**config.mk**
```make
export PLATFORM = sky130hd
export DESIGN_NAME = apb_master_arb
export DESIGN_NICKNAME = d
export VERILOG_FILES = /design/src/rtl/apb_master_arb.sv
export SDC_FILE = /design/constraint.sdc
export NUM_CORES = 1
export LEC_CHECK = 0
export BUFFER_PORTS_ARGS = -buffer_cell sky130_fd_sc_hd__buf_2
export CORE_MARGIN = 3
export CORE_UTILIZATION = 44
export DETAILED_ROUTE_END_ITERATION = 8
export PLACE_DENSITY_LB_ADDON = 0.2
export SETUP_SLACK_MARGIN = 0.05
export SLEW_MARGIN = 0
export SYNTH_ARGS = -nofsm -noshare
export SYNTH_HDL_FRONTEND = slang
export SYNTH_SLANG_ARGS = --single-unit
```
**constraint.sdc**
```tcl
create_clock -name clk -period 2.2 [get_ports clk]
set_input_delay 0.44 -clock clk [delete_from_list [all_inputs] [get_ports clk]]
set_output_delay 0.44 -clock clk [all_outputs]
set_load 0.02 [all_outputs]
```
**src/rtl/apb_master_arb.sv**
```systemverilog
// rtl/apb_master_arb.sv - two-requester round-robin APB master with pready timeout
module apb_master_arb #(
    parameter int ADDR_W  = 8,
    parameter int DATA_W  = 32,
    parameter int TIMEOUT = 16
) (
    input  logic              clk,
    input  logic              rst,
    input  logic [1:0]        req,
    input  logic [1:0]        req_write,
    input  logic [ADDR_W-1:0] req0_addr,
    input  logic [ADDR_W-1:0] req1_addr,
    input  logic [DATA_W-1:0] req0_wdata,
    input  logic [DATA_W-1:0] req1_wdata,
    output logic [1:0]        done,
    output logic [DATA_W-1:0] rsp_rdata,
    output logic              rsp_err,
    output logic              rsp_timeout,
    output logic [1:0]        grant,
    output logic              busy,
    output logic              psel,
    output logic              penable,
    output logic              pwrite,
    output logic [ADDR_W-1:0] paddr,
    output logic [DATA_W-1:0] pwdata,
    input  logic              pready,
    input  logic [DATA_W-1:0] prdata,
    input  logic              pslver
);
    localparam int CNT_W = (TIMEOUT > 0) ? $clog2(TIMEOUT + 1) : 1;
    localparam logic [CNT_W-1:0] WAIT_LAST = (TIMEOUT > 0) ? CNT_W'(TIMEOUT - 1) : '0;

    typedef enum logic [1:0] {
        ST_IDLE   = 2'd0,
        ST_SETUP  = 2'd1,
        ST_ACCESS = 2'd2
    } state_t;

    state_t            state_q, state_d;
    logic [1:0]        grant_q, grant_d;
    logic              rr_q, rr_d;
    logic              psel_q, psel_d;
    logic              penable_q, penable_d;
    logic              pwrite_q, pwrite_d;
    logic [ADDR_W-1:0] paddr_q, paddr_d;
    logic [DATA_W-1:0] pwdata_q, pwdata_d;
    logic [1:0]        done_q, done_d;
    logic [DATA_W-1:0] rdata_q, rdata_d;
    logic              err_q, err_d;
    logic              to_q, to_d;
    logic [CNT_W-1:0]  wait_q, wait_d;
    logic [1:0]        elig;
    logic              win;

    always_ff @(posedge clk) begin
        if (rst) begin
            state_q   <= ST_IDLE;
            grant_q   <= '0;
            rr_q      <= 1'b0;
            psel_q    <= 1'b0;
            penable_q <= 1'b0;
            pwrite_q  <= 1'b0;
            paddr_q   <= '0;
            pwdata_q  <= '0;
            done_q    <= '0;
            rdata_q   <= '0;
            err_q     <= 1'b0;
            to_q      <= 1'b0;
            wait_q    <= '0;
        end else begin
            state_q   <= state_d;
            grant_q   <= grant_d;
            rr_q      <= rr_d;
            psel_q    <= psel_d;
            penable_q <= penable_d;
            pwrite_q  <= pwrite_d;
            paddr_q   <= paddr_d;
            pwdata_q  <= pwdata_d;
            done_q    <= done_d;
            rdata_q   <= rdata_d;
            err_q     <= err_d;
            to_q      <= to_d;
            wait_q    <= wait_d;
        end
    end

    always_comb begin
        state_d   = state_q;
        grant_d   = grant_q;
        rr_d      = rr_q;
        psel_d    = psel_q;
        penable_d = penable_q;
        pwrite_d  = pwrite_q;
        paddr_d   = paddr_q;
        pwdata_d  = pwdata_q;
        done_d    = '0;
        rdata_d   = rdata_q;
        err_d     = err_q;
        to_d      = to_q;
        wait_d    = wait_q;
        // a requester is still holding req during its own done cycle
        elig      = req & ~done_q;
        win       = 1'b0;

        case (state_q)
            ST_IDLE: begin
                if (elig != 2'b00) begin
                    win      = (elig == 2'b11) ? rr_q : elig[1];
                    rr_d     = ~win;
                    grant_d  = win ? 2'b10 : 2'b01;
                    pwrite_d = req_write[win];
                    paddr_d  = win ? req1_addr : req0_addr;
                    pwdata_d = win ? req1_wdata : req0_wdata;
                    psel_d   = 1'b1;
                    wait_d   = '0;
                    state_d  = ST_SETUP;
                end
            end
            ST_SETUP: begin
                penable_d = 1'b1;
                state_d   = ST_ACCESS;
            end
            ST_ACCESS: begin
                if (pready) begin
                    if (!pwrite_q) begin
                        rdata_d = prdata;
                    end
                    err_d     = pslver;
                    to_d      = 1'b0;
                    done_d    = grant_q;
                    psel_d    = 1'b0;
                    penable_d = 1'b0;
                    grant_d   = '0;
                    state_d   = ST_IDLE;
                end else if (TIMEOUT > 0 && wait_q == WAIT_LAST) begin
                    err_d     = 1'b1;
                    to_d      = 1'b1;
                    done_d    = grant_q;
                    psel_d    = 1'b0;
                    penable_d = 1'b0;
                    grant_d   = '0;
                    state_d   = ST_IDLE;
                end else begin
                    wait_d = wait_q + 1'b1;
                end
            end
            default: begin
                state_d = ST_IDLE;
            end
        endcase
    end

    assign done        = done_q;
    assign rsp_rdata   = rdata_q;
    assign rsp_err     = err_q;
    assign rsp_timeout = to_q;
    assign grant       = grant_q;
    assign busy        = (state_q != ST_IDLE);
    assign psel        = psel_q;
    assign penable     = penable_q;
    assign pwrite      = pwrite_q;
    assign paddr       = paddr_q;
    assign pwdata      = pwdata_q;
endmodule

```
---- Yosys cells after proc, flatten, opt, wreduce, memory -nomap -nowiden ----
Cells that the tools add are included.
storage, ports and cells
  memories kept ........................... 0
  memory bits (writable) .................. 0
  logic and storage cells ................. 68
  bits in latches ......................... 0
  bits in registers ....................... 89
  bits in read-only memories .............. 0
  input bits .............................. 120
cells by class
  bitwise gates (word level) .............. 5
  shifts and indexed selects .............. 0
  divide/modulo/power cells ............... 0
  add/subtract/negate cells ............... 1
  $lt $le $gt $ge ......................... 1
  multipliers ............................. 0
  multiplexer cells ....................... 26
  reduce and logical (&&, ||, !) cells .... 14
  equal/unequal tests ..................... 8
operator list
  kind                 number
  $mux 32              1
  $mux 5               3
  $mux 2               7
  $pmux 5 s2           1
  $reduce_bool 2->1    5
  $mux 1               9
  $mux 8               1
  $reduce_and 2->1     4
  $ne 2x2->1 const B   3
  $pmux 2 s3           1
  $reduce_and 3->1     2
  $add 5x1->5 const B  1
  $eq 5x4->1 const B   1
  $eq 2x2->1 const B   2
  $pmux 1 s2           2
  $pmux 2 s2           1
  $reduce_and 4->1     1
  $ne 3x3->1 const B   1
  $not 1->1            3
  $and 2x2->2          1
  $eq 2x1->1 const B   1
  $logic_not 2->1      1
  $lt 1x2->1 const B   1
  $not 2->2            1
  $reduce_or 2->1      1

---- Logic depth before layout (Yosys ltp) ----
Gate-level depths: netlist of run 1.
  depth after elaboration ................. 7
  mapped depth ............................ 8
  mapped depth without buffers ............ 7

---- Worst setup path before layout of run 1 ----
Ideal clock, no wire load.
  path kind ............................... reg-to-reg
  start ................................... reg wait_q[0]
  end ..................................... reg wait_q[3]
  clock period less this slack ............ 1.942 ns
  data required time ...................... 2.112 ns
  path slack .............................. 0.258 ns
  cell stages (with the launch flop) ...... 9
  arrival ................................. 1.854 ns
  buffers on the path ..................... 1
  cells stage by stage .................... dfxtp_1 ha_1 and3_1 ha_1 or4b_4 buf_6 nor2_4 nor2_1 a311oi_2
between the ends
  cells in the longest elaborated chain, start to end .. 4
RTL lines
  item                    line  source
  from (decl)             51    logic [CNT_W-1:0] wait_q, wait_d;
  from (signal assigned)  83    wait_q <= wait_d;
  $add 5x1->5             144   wait_d = wait_q + 1'b1;
  $mux 5                  135   end else if (TIMEOUT > 0 && wait_q == WAIT_LAST) begin
  $mux 5                  124   if (pready) begin
  $pmux 5 s2              105   case (state_q)
Several ways; a longest one is shown, not always the timed one. The select of a mux whose other input is x is not followed.
A chain may end at the register's enable or synchronous reset.

---- Worst setup path after layout of run 1 ----
Ends and elaborated chain as after synthesis.

==> results of run 1 <==
-- registers in the layout, summed over array words and instances, names as in the netlist --
register and flops:
pwdata 32, rsp_err 1, grant 2, rsp_timeout 1
penable 1, wait_q 5, done 2, paddr 8
psel 1, rr_q 1, rsp_rdata 32, state_q 2
pwrite 1
-- path summary, 6_finish.rpt --
path                            slack, ns       endpoint  cells past startpoint     startpoint
worst max-delay path                 0.17      wait_q[3]                      7      wait_q[0]
worst min-delay path                 0.31  rsp_rdata[18]                      3     prdata[18]
worst max register to register       0.17      wait_q[3]                      7      wait_q[0]
worst min register to register       0.45  rsp_rdata[12]                      2  rsp_rdata[12]
-- synthesized netlist by cell type --
cell and n:
and3_1 1, clkbuf_8 2, or4b_4 1, inv_1 2, or3b_1 1, ha_1 2
a31oi_1 2, nor3b_1 2, nand3b_1 2, or2_0 1, nor2_1 49, o21ai_1 1
and3b_2 1, nand2_1 111, nor4b_2 1, a21oi_1 81, nand4b_1 1, or2b_1 1
nor3_1 1, dfxtp_1 89, nor2b_1 3, o21a_1 1, and2_1 1, buf_6 2
a311oi_2 1, and2b_1 1, o21ai_2 1, nor2_4 1, dlygate4sd1_1 1, buf_4 2
clkbuf_1 10, buf_2 21, a211oi_1 43, nand3_1 8
-- cells by family (layout without fill, tap and decap cells) --
kind of cell | count (synthesis) | after routing | synth area share
AND/OR/NAND/NOR | 187 | 187 | 0.221
AO/OA/AOI/OAI | 130 | 130 | 0.216
flip-flops | 89 | 89 | 0.494
buffers and inverters | 40 | 229 | 0.0622
adder cells (fa/ha/maj) | 2 | 2 | 0.00694
-- power breakdown --
group | total, mW | switching (mW) | internal [mW] | leakage [nW]
Sequential | 1.80 | 0.0655 | 1.74 | 0.730
Clock | 1.13 | 0.600 | 0.535 | 0.100
Combinational | 0.843 | 0.519 | 0.324 | 1.47
Total | 3.78 | 1.18 | 2.59 | 2.30
-- layout make-up --
type	instances	area, µm²	area share
tap	102	128	0.0263
clock inverter	7	77.6	0.0160
multi-input combinational	319	1620	0.333
timing repair buffer	211	1120	0.230
sequential	89	1780	0.367
clock buffer	9	124	0.0255
inverter	2	7.51	0.00155
-- routing by layer --
metal,routed length (µm),share of wire,vias to the layer above
li1,-,-,1888
met1,4130,0.41,1722
met2,4920,0.49,133
met3,923,0.091,11
met4,164,0.016,0
met5,0,0,-
-- worst max-delay path: stages (launching register included) --
cell      delay, ns
dfxtp_1        0.34
ha_1           0.23
and3_1         0.19
ha_2           0.19
or4b_4         0.60
nor2_4         0.14
nor2_1         0.05
a311oi_2       0.21
-- per-stage QoR --
| stage | hold WS (ns) | instances |
|---|---|---|
| 2_1_floorplan | 0.465 | 448 |
| 5_1_grt | 0.291 | 739 |
| 3_3_place_gp | 0.439 | 722 |
| 6_report | 0.310 | 739 |
| 3_5_place_dp | 0.445 | 722 |
| 4_1_cts | 0.289 | 738 |
-- what timing repair did --
item | in CTS | in global routing
buffers inserted | 0 | 1
resized for setup | 0 | 2
endpoints found under the setup margin | 0 | 1
==> metrics.txt, run 1 <==
TritonCTS Buffers 9; worst-case clock buffer depth 2; Ports 202; Lkg Pwr 2.30 nW; number of core rows 32; CP max FO 8; clock skew 0.0141 ns; Final Power 3.78 mW; Design Area, Final 4850 µm²; DP Wirelength 7150 µm; post-synth top area share 0.494; Antenna Nets Post-Route 0; final max-slew violation count 0; Die H 96.5 µm; met2 usage 0.364; H-tree depth 3; max_slew headroom 0.562; min Tclk post-route 2.03 ns; GR peak layer met2; commonest non-fill, non-tap cell in the layout buf_2; DRT iter0 DRCs 132; final setup vio count 0; Initial DRT Pass Iterations 4; Core Area 7850 µm²; cell taking the most area after synthesis dfxtp_1; Placed Instance Area 4630 µm²; Initial Utilization 0.459; largest cells by area after synthesis dfxtp_1 49%, nand2_1 12%, a21oi_1 11%; Antenna diodes 0; Hold Crit Class primary input to flip-flop; fill cell count 738; Worst-path clk slew 0.09 ns; Layout Utilization 0.619; CTS tree built; Final nets 754; vias in the first global route 3404; final WL 10100 µm; Synth warnings 0; Buffers on Ports 201; Hold-fix buffers, CTS 0; die width 96.5 µm; distinct cell type count after synthesis 34; # Max-Cap Violations 0; global-route wire length before repair 15600 µm; WL/cell 13.7 µm; Seq/Total Area, Yosys 0.494; GR Util All Layers 0.213; cells after synthesis 448; clk_lat worst skew 0.36 ns; met3 GRT Util 0.0666; layout cells sized above 1 0.369; Area Overhead vs Synth 34.7%; Worst-Margin Slew 0.656 ns; part of the cycle the worst path needs 0.922; Crit Path Class flip-flop to flip-flop; vias per inst 5.08; commonest non-fill, non-tap cells in the layout 201 x buf_2, 111 x nand2_1, 89 x dfxtp_1; Final WS setup 0.172 ns; Worst EP required 2.47 ns; post-synth net total 570; syn avg cell area 8.04 µm²; DR DRC count 0; routed vias 3754; grt ovf 0; CTS root buffer clkbuf_8; TNS Setup 0 ns; initial antenna violation count 0; routability cong. 0.707; status complete, no violations; f_max 0.493 GHz; Final Hold Viols 0; Worst EP arrival 2.29 ns; unrepaired setup endpoints after global routing no; Post-Syn Area 3600 µm²; full die area 9310 µm²; clock sinks 89; Critical Path End Type flip-flop; Yosys reg bits 89; largest net degree at the start of global routing 63; pwr dens 778 nW/µm²; pre-CTS setup slack 0.186 ns; Global Route met1 Usage 0.246; peak supply drop 0.352 mV; Startpoint Class flip-flop
No activity file was read; power rests on OpenSTA's default activity.
==> run 2, diff against run 1 <==
--- a/config.mk
+++ b/config.mk
@@ -5,9 +5,10 @@
 export SDC_FILE = /design/constraint.sdc
 export NUM_CORES = 1
 export LEC_CHECK = 0
+export ABC_AREA = 1
 export BUFFER_PORTS_ARGS = -buffer_cell sky130_fd_sc_hd__buf_2
 export CORE_MARGIN = 3
-export CORE_UTILIZATION = 44
+export CORE_UTILIZATION = 46
 export DETAILED_ROUTE_END_ITERATION = 8
 export PLACE_DENSITY_LB_ADDON = 0.2
 export SETUP_SLACK_MARGIN = 0.05
==> run 2 against run 1 <==
  * Setup slack improved by 0.36 ns
  * Sequential share of layout area fell by 2.6 points
  * Count of clock-buffer cells in the layout is 1 higher
  * Maximum frequency increased by 21%
  * Sequential cell count is the same
  * Largest cell class unchanged
  * Highest routed layer unchanged
==> metrics.txt, run 2 <==
commonest non-fill, non-tap cells in the layout 201 x buf_2, 103 x nand2_1, 94 x inv_1; Setup crit start wait_q[0]; unrepaired setup endpoints after global routing no; Area Overhead vs Synth 31.0%; cell mode on critical path nor2_1; final max-slew violation count 0 (unchanged); Post-CTS Resized 0 (unchanged); vias per inst 4.82 (-5.1%); GR Util All Layers 0.220 (+0.00758); Core Area 8300 µm² (+5.8%); peak supply drop 0.431 mV (+22%); Lkg Pwr 2.89 nW (+26%); Synth Flop Type dfxtp_1; status complete, no violations; Post-Syn Area 3990 µm² (+11%); Post-synth ARST share 0 (unchanged); register area 1780 µm² (unchanged); Critical Path End Type flip-flop; slowest CP cell dfxtp_1; largest cells by area after synthesis dfxtp_1 45%, nand3_1 11%, nand2_1 9.7%; Die H 99.1 µm (+2.7%); Critical R2R Launch wait_q[0]; Placed Cells 866 (+20%); final hold slack 0.319 ns (+0.00891 ns); clock skew 0.0162 ns (+0.00210 ns); Synth warnings 0 (unchanged); min Tclk post-route 1.67 ns (-0.358 ns); TritonCTS Buffers 9 (unchanged); Final nets 894 (+19%); Worst EP arrival 1.89 ns (-0.40 ns); WL/cell 12.6 µm (-8.1%); Antenna Nets Post-Route 0 (unchanged); Design Area, Final 5220 µm² (+7.6%); cell taking the most area after synthesis dfxtp_1; Combinational Power Share 0.244 (+0.021); H-tree depth 3 (unchanged); Placed Instance Area 5020 µm² (+8.3%); cells after synthesis 587 (+31%); routed vias 4252 (+13%); Hold-fix buffers, CTS 0 (unchanged); R2R Setup Slk 0.53 ns (+0.36 ns); critical-path cell list ha_1 -> nand2_1 -> nor2_1 -> ha_1 -> nor2_1 -> nor2_1 -> inv_1 -> nand3_1 -> a21oi_1; top-count cell post-synth nand2_1; max_slew headroom 0.592 (+0.0292); Hold Crit Class primary input to flip-flop; sw power 1.28 mW (+8.2%); part of the power in registers 0.465 (-0.012); Ports 202 (unchanged); vias in the first global route 3850 (+13%); die width 99.1 µm (+2.7%); grt ovf 0 (unchanged); Startpoint Class flip-flop; DR DRC count 0 (unchanged); clk_lat worst skew 0.36 ns (about the same); slowest stage delay, CP 0.39 ns (-0.21 ns); f_max 0.599 GHz (+21%); Initial DRT Pass Iterations 4 (unchanged); syn avg cell area 6.79 µm² (-16%); fill cell count 777 (+5.3%); Worst-path clk slew 0.09 ns (about the same); final WL 11100 µm (+9.7%); CTS tree built; # Max-Cap Violations 0 (unchanged); Worst-Margin Slew 0.612 ns (-0.0445 ns); worst-case clock buffer depth 2 (unchanged); Buffers on Ports 201 (unchanged); part of the cycle the worst path needs 0.759 (-0.163); post-synth top area share 0.447 (-0.0473); path depth of the worst reg2reg path 9 (+2); WP buf/inv 1 (+1); number of core rows 33 (+3.1%); global-route wire length before repair 17900 µm (+15%); top cells by instance count after synthesis 103 x nand2_1, 94 x inv_1, 89 x dfxtp_1, 88 x nand3_1, 74 x nor2_1; Pint 2.64 mW (+1.8%); EDFF count, synth 0 (unchanged); routability cong. 0.827 (+17%); pre-CTS setup slack 0.514 ns (+0.328 ns); final setup vio count 0 (unchanged); Antenna diodes 0 (unchanged); Yosys reg bits 89 (unchanged); family with the most delay on the worst path simple AND/OR/NAND/NOR gates; post-CTS setup buffers 0 (unchanged); CTS root buffer clkbuf_8; Layout Utilization 0.629 (+0.0105); DRT iter0 DRCs 122 (-7.6%); post-synth net total 709 (+24%); CP max FO 7 (-1); Seq/Total Area, Yosys 0.447 (-0.0473); clock sinks 89 (unchanged); DP Wirelength 8090 µm (+13%); Final Hold Viols 0 (unchanged); Final Power 3.92 mW (+3.8%); end of the worst register-to-register path grant[0]; largest net degree at the start of global routing 54 (-14%); Worst EP required 2.42 ns (-0.05 ns); distinct cell type count after synthesis 22 (-35%); initial antenna violation count 0 (unchanged); multi-input logic area 1650 µm² (+2.1%); switch share 0.327 (+0.0132); clock network power share 0.291 (-0.009); layout cells sized above 1 0.302 (-0.0665); TNS Setup 0 ns (unchanged); CP Depth 9 (+2); Initial Utilization 0.480 (+0.0210); Critical Path End grant[0]; Crit Path Class flip-flop to flip-flop; pwr dens 751 nW/µm² (-3.5%); Final WS setup 0.531 ns (+0.358 ns); Final Instance Count excl. Fillers 882 (+19%); commonest non-fill, non-tap cell in the layout buf_2; full die area 9820 µm² (+5.4%)
-- run 2: changes by cell type after synthesis, moves of 3 or more --
cell      delta
o21ai_0     +27
nand2_2      +3
buf_2        -6
nand3_1     +80
inv_1       +92
o21ai_1      +7
inv_2        +4
a211oi_1    -43
nand2_1      -8
buf_4        +6
nor2_1      +25
a21oi_1     -29
nor2b_1      -3
-- run 2: power by group through the flow --
stage          clock network (mW)  logic [mW]  registers, mW
2_1_floorplan                   0       0.465           2.01
3_3_place_gp                    0       0.941           1.86
3_5_place_dp                    0       0.959           1.86
4_1_cts                      1.17       0.962           1.82
5_1_grt                      1.25        1.07           1.84
6_report                     1.14       0.958           1.82
-- run 2: kinds of logic after synthesis --
kind of cell | Yosys count | synth area share
compound gates | 87 | 0.109
xor+xnor | 1 | 0.00220
fa+ha+maj | 2 | 0.00628
buf+inv | 134 | 0.138
flops | 89 | 0.447
simple gates | 274 | 0.297
-- run 2: layer usage --
| layer | share of wire | GRT usage | wire [µm] |
|---|---|---|---|
| met5 | 0 | 0 | 0 |
| met1 | 0.41 | 0.276 | 4610 |
| met2 | 0.49 | 0.374 | 5480 |
| met3 | 0.073 | 0.0439 | 810 |
| met4 | 0.021 | 0.0809 | 236 |
-- run 2: cell type report --
cell class,instances,share of cell area
Sequential cell,89,0.341
Inverter,98,0.0705
Multi-Input combinational cell,364,0.316
Clock inverter,6,0.0144
Clock buffer,10,0.0244
Timing Repair Buffer,210,0.208
Tap cell,105,0.0252
-- run 2: how the worst min path moves through the flow --
| stage | from | endpoint | slack [ns] | depth (start not counted) |
|---|---|---|---|---|
| 6_report | prdata[18] | rsp_rdata[18] | 0.32 | 3 |
| 5_1_grt | prdata[15] | rsp_rdata[15] | 0.32 | 3 |
| 4_1_cts | prdata[18] | rsp_rdata[18] | 0.30 | 3 |
| 3_5_place_dp | grant[1] | done[1] | 0.46 | 2 |
| 3_3_place_gp | rsp_err | rsp_err | 0.45 | 2 |
| 2_1_floorplan | rr_q | rr_q | 0.44 | 2 |
-- run 2: worst register-to-register path, delay by kind of cell, from the launching register on --
family | cells | cell delay [ns]
AO/OA/AOI/OAI | 1 | 0.07
adder cells (fa/ha/maj) | 2 | 0.35
flip-flops | 1 | 0.39
AND/OR/NAND/NOR | 5 | 0.54
buffers and inverters | 1 | 0.19
==> run 3, diff against run 2 <==
==> constraint.sdc (replaced) <==
create_clock -name clk -period 1.55 [get_ports clk]
set_input_delay 0.31 -clock clk [delete_from_list [all_inputs] [get_ports clk]]
set_output_delay 0.31 -clock clk [all_outputs]
set_load 0.02 [all_outputs]
==> run 3 against run 2 <==
  * Sequential share of layout area decreased by 1.1 points
  * Worst hold slack got worse by 0.12 ns
  * Sequential cell count unchanged
  * Register-to-register slack got worse by 0.50 ns
  * Critical path depth decreased by 1
  * Routed wire length decreased by 0.84%
  * Total power increased by 43%
  * Critical endpoint is now wait_q[4]
  * Largest power group unchanged
==> metrics.txt, run 3 (same netlist as run 2, synthesis figures left out) <==
status complete, no violations; Initial DRT Pass Iterations 4 (unchanged); # Max-Cap Violations 0 (unchanged); clock sinks 89 (unchanged); peak supply drop 0.589 mV (+37%); grt ovf 0 (unchanged); Hold Crit Class primary input to flip-flop; Area Overhead vs Synth 35.4%; CP max FO 7 (unchanged); Final nets 904 (+1.1%); vias per inst 4.83 (+0.11%); Hold-fix buffers, CTS 0 (unchanged); Placed Cells 874 (+0.92%); initial antenna violation count 0 (unchanged); Lkg Pwr 2.96 nW (+2.3%); Final Instance Count excl. Fillers 891 (+1.0%); vias in the first global route 3893 (+1.1%); Worst EP required 1.82 ns (-0.60 ns); largest net degree at the start of global routing 37 (-31%); Initial Utilization 0.480 (unchanged); pwr dens 1040 nW/µm² (+39%); Die H 99.1 µm (unchanged); Worst-path clk slew 0.10 ns (about the same); WL/cell 12.4 µm (-1.8%); Antenna Nets Post-Route 0 (unchanged); CTS tree built; die width 99.1 µm (unchanged); Core Area 8300 µm² (unchanged); commonest non-fill, non-tap cell in the layout buf_2; DRT iter0 DRCs 125 (+2.5%); H-tree depth 3 (unchanged); number of core rows 33 (unchanged); TritonCTS Buffers 9 (unchanged); Worst EP arrival 1.78 ns (-0.11 ns); part of the cycle the worst path needs 0.977 (+0.218); CTS root buffer clkbuf_8; final setup vio count 0 (unchanged); f_max 0.660 GHz (+10%); max_slew headroom 0.754 (+0.162); GR Util All Layers 0.215 (-0.00560); routability cong. 0.856 (+3.5%); clock skew 0.0156 ns (-0.000543 ns); Buffers on Ports 201 (unchanged); fill cell count 784 (+0.90%); Startpoint Class flip-flop; routed vias 4300 (+1.1%); DP Wirelength 8100 µm (+0.17%); Final Power 5.62 mW (+43%); min Tclk post-route 1.51 ns (-0.155 ns); final WL 11000 µm (-0.84%); Layout Utilization 0.650 (+0.0210); Worst-Margin Slew 0.369 ns (-0.243 ns); clk_lat worst skew 0.34 ns (-0.02 ns); DR DRC count 0 (unchanged); layout cells sized above 1 0.328 (+0.0258); final max-slew violation count 0 (unchanged); multi-input logic area 1710 µm² (+3.6%); Critical Path End Type flip-flop; Ports 202 (unchanged); worst-case clock buffer depth 2 (unchanged); full die area 9820 µm² (unchanged); pre-CTS setup slack -0.0495 ns (-0.564 ns); register area 1780 µm² (+0.14%); Final Hold Viols 0 (unchanged); Crit Path Class flip-flop to flip-flop; unrepaired setup endpoints after global routing yes; Antenna diodes 0 (unchanged); global-route wire length before repair 17600 µm (-1.4%); Final WS setup 0.0356 ns (-0.495 ns); commonest non-fill, non-tap cells in the layout 201 x buf_2, 102 x nand2_1, 92 x inv_1
==> run 3: changes by cell type in the layout (fill, tap and decap cells not counted), sizes merged <==
cell	delta
buf	+10
clkinv	-2
clkinvlp	+1
==> run 3: final timing paths <==
| path | from | to | slack [ns] | cells after the start |
|---|---|---|---|---|
| max | wait_q[1] | wait_q[4] | 0.04 | 8 |
| min | prdata[11] | rsp_rdata[11] | 0.20 | 3 |
| max reg2reg | wait_q[1] | wait_q[4] | 0.04 | 8 |
| min reg2reg | psel | psel | 0.47 | 2 |
==> run 3: metrics by stage <==
stage / hold WS [ns] / setup TNS, ns / instance area (µm²)
2_1_floorplan: 0.445 / 0 / 3990
3_3_place_gp: 0.444 / 0 / 5120
3_5_place_dp: 0.452 / -0.153 / 5120
4_1_cts: 0.189 / 0 / 5330
5_1_grt: 0.189 / 0 / 5400
6_report: 0.197 / 0 / 5400
==> run 3: layer usage <==
layer,GRT usage,up-vias,wire [µm]
met1,0.256,1940,4480
li1,-,2212,-
met4,0.0588,0,139
met5,0,-,0
met2,0.386,135,5600
met3,0.0488,13,820
==> run 3: area by class of cell <==
cell class / instances / share of cell area
Tap cell: 105 / 0.0244
Inverter: 98 / 0.0686
Timing Repair Buffer: 220 / 0.222
Multi-Input combinational cell: 364 / 0.317
Sequential cell: 89 / 0.331
Clock buffer: 10 / 0.0255
Clock inverter: 5 / 0.0116
==> run 3: report_power, final <==
| part | switching (mW) | leakage [nW] | internal [mW] |
|---|---|---|---|
| registers | 0.101 | 0.732 | 2.48 |
| clock network | 0.816 | 0.0954 | 0.793 |
| logic | 0.879 | 2.13 | 0.546 |
==> run 3: timing repair <==
action                                  4_1_cts  5_1_grt
setup buffers                                 0        2
endpoints found under the setup margin       12       17
pin swaps                                     1        3
hold endpoints to repair                      0        0
resized for setup                             6       14
==> run 3: critical path: stages, from the launching register on <==
cell	delay (ns)
dfxtp_2	0.35
ha_4	0.17
nand2_1	0.08
nor2_2	0.05
ha_2	0.19
nor2_4	0.14
nand2_4	0.11
or2_0	0.21
a21oi_1	0.14
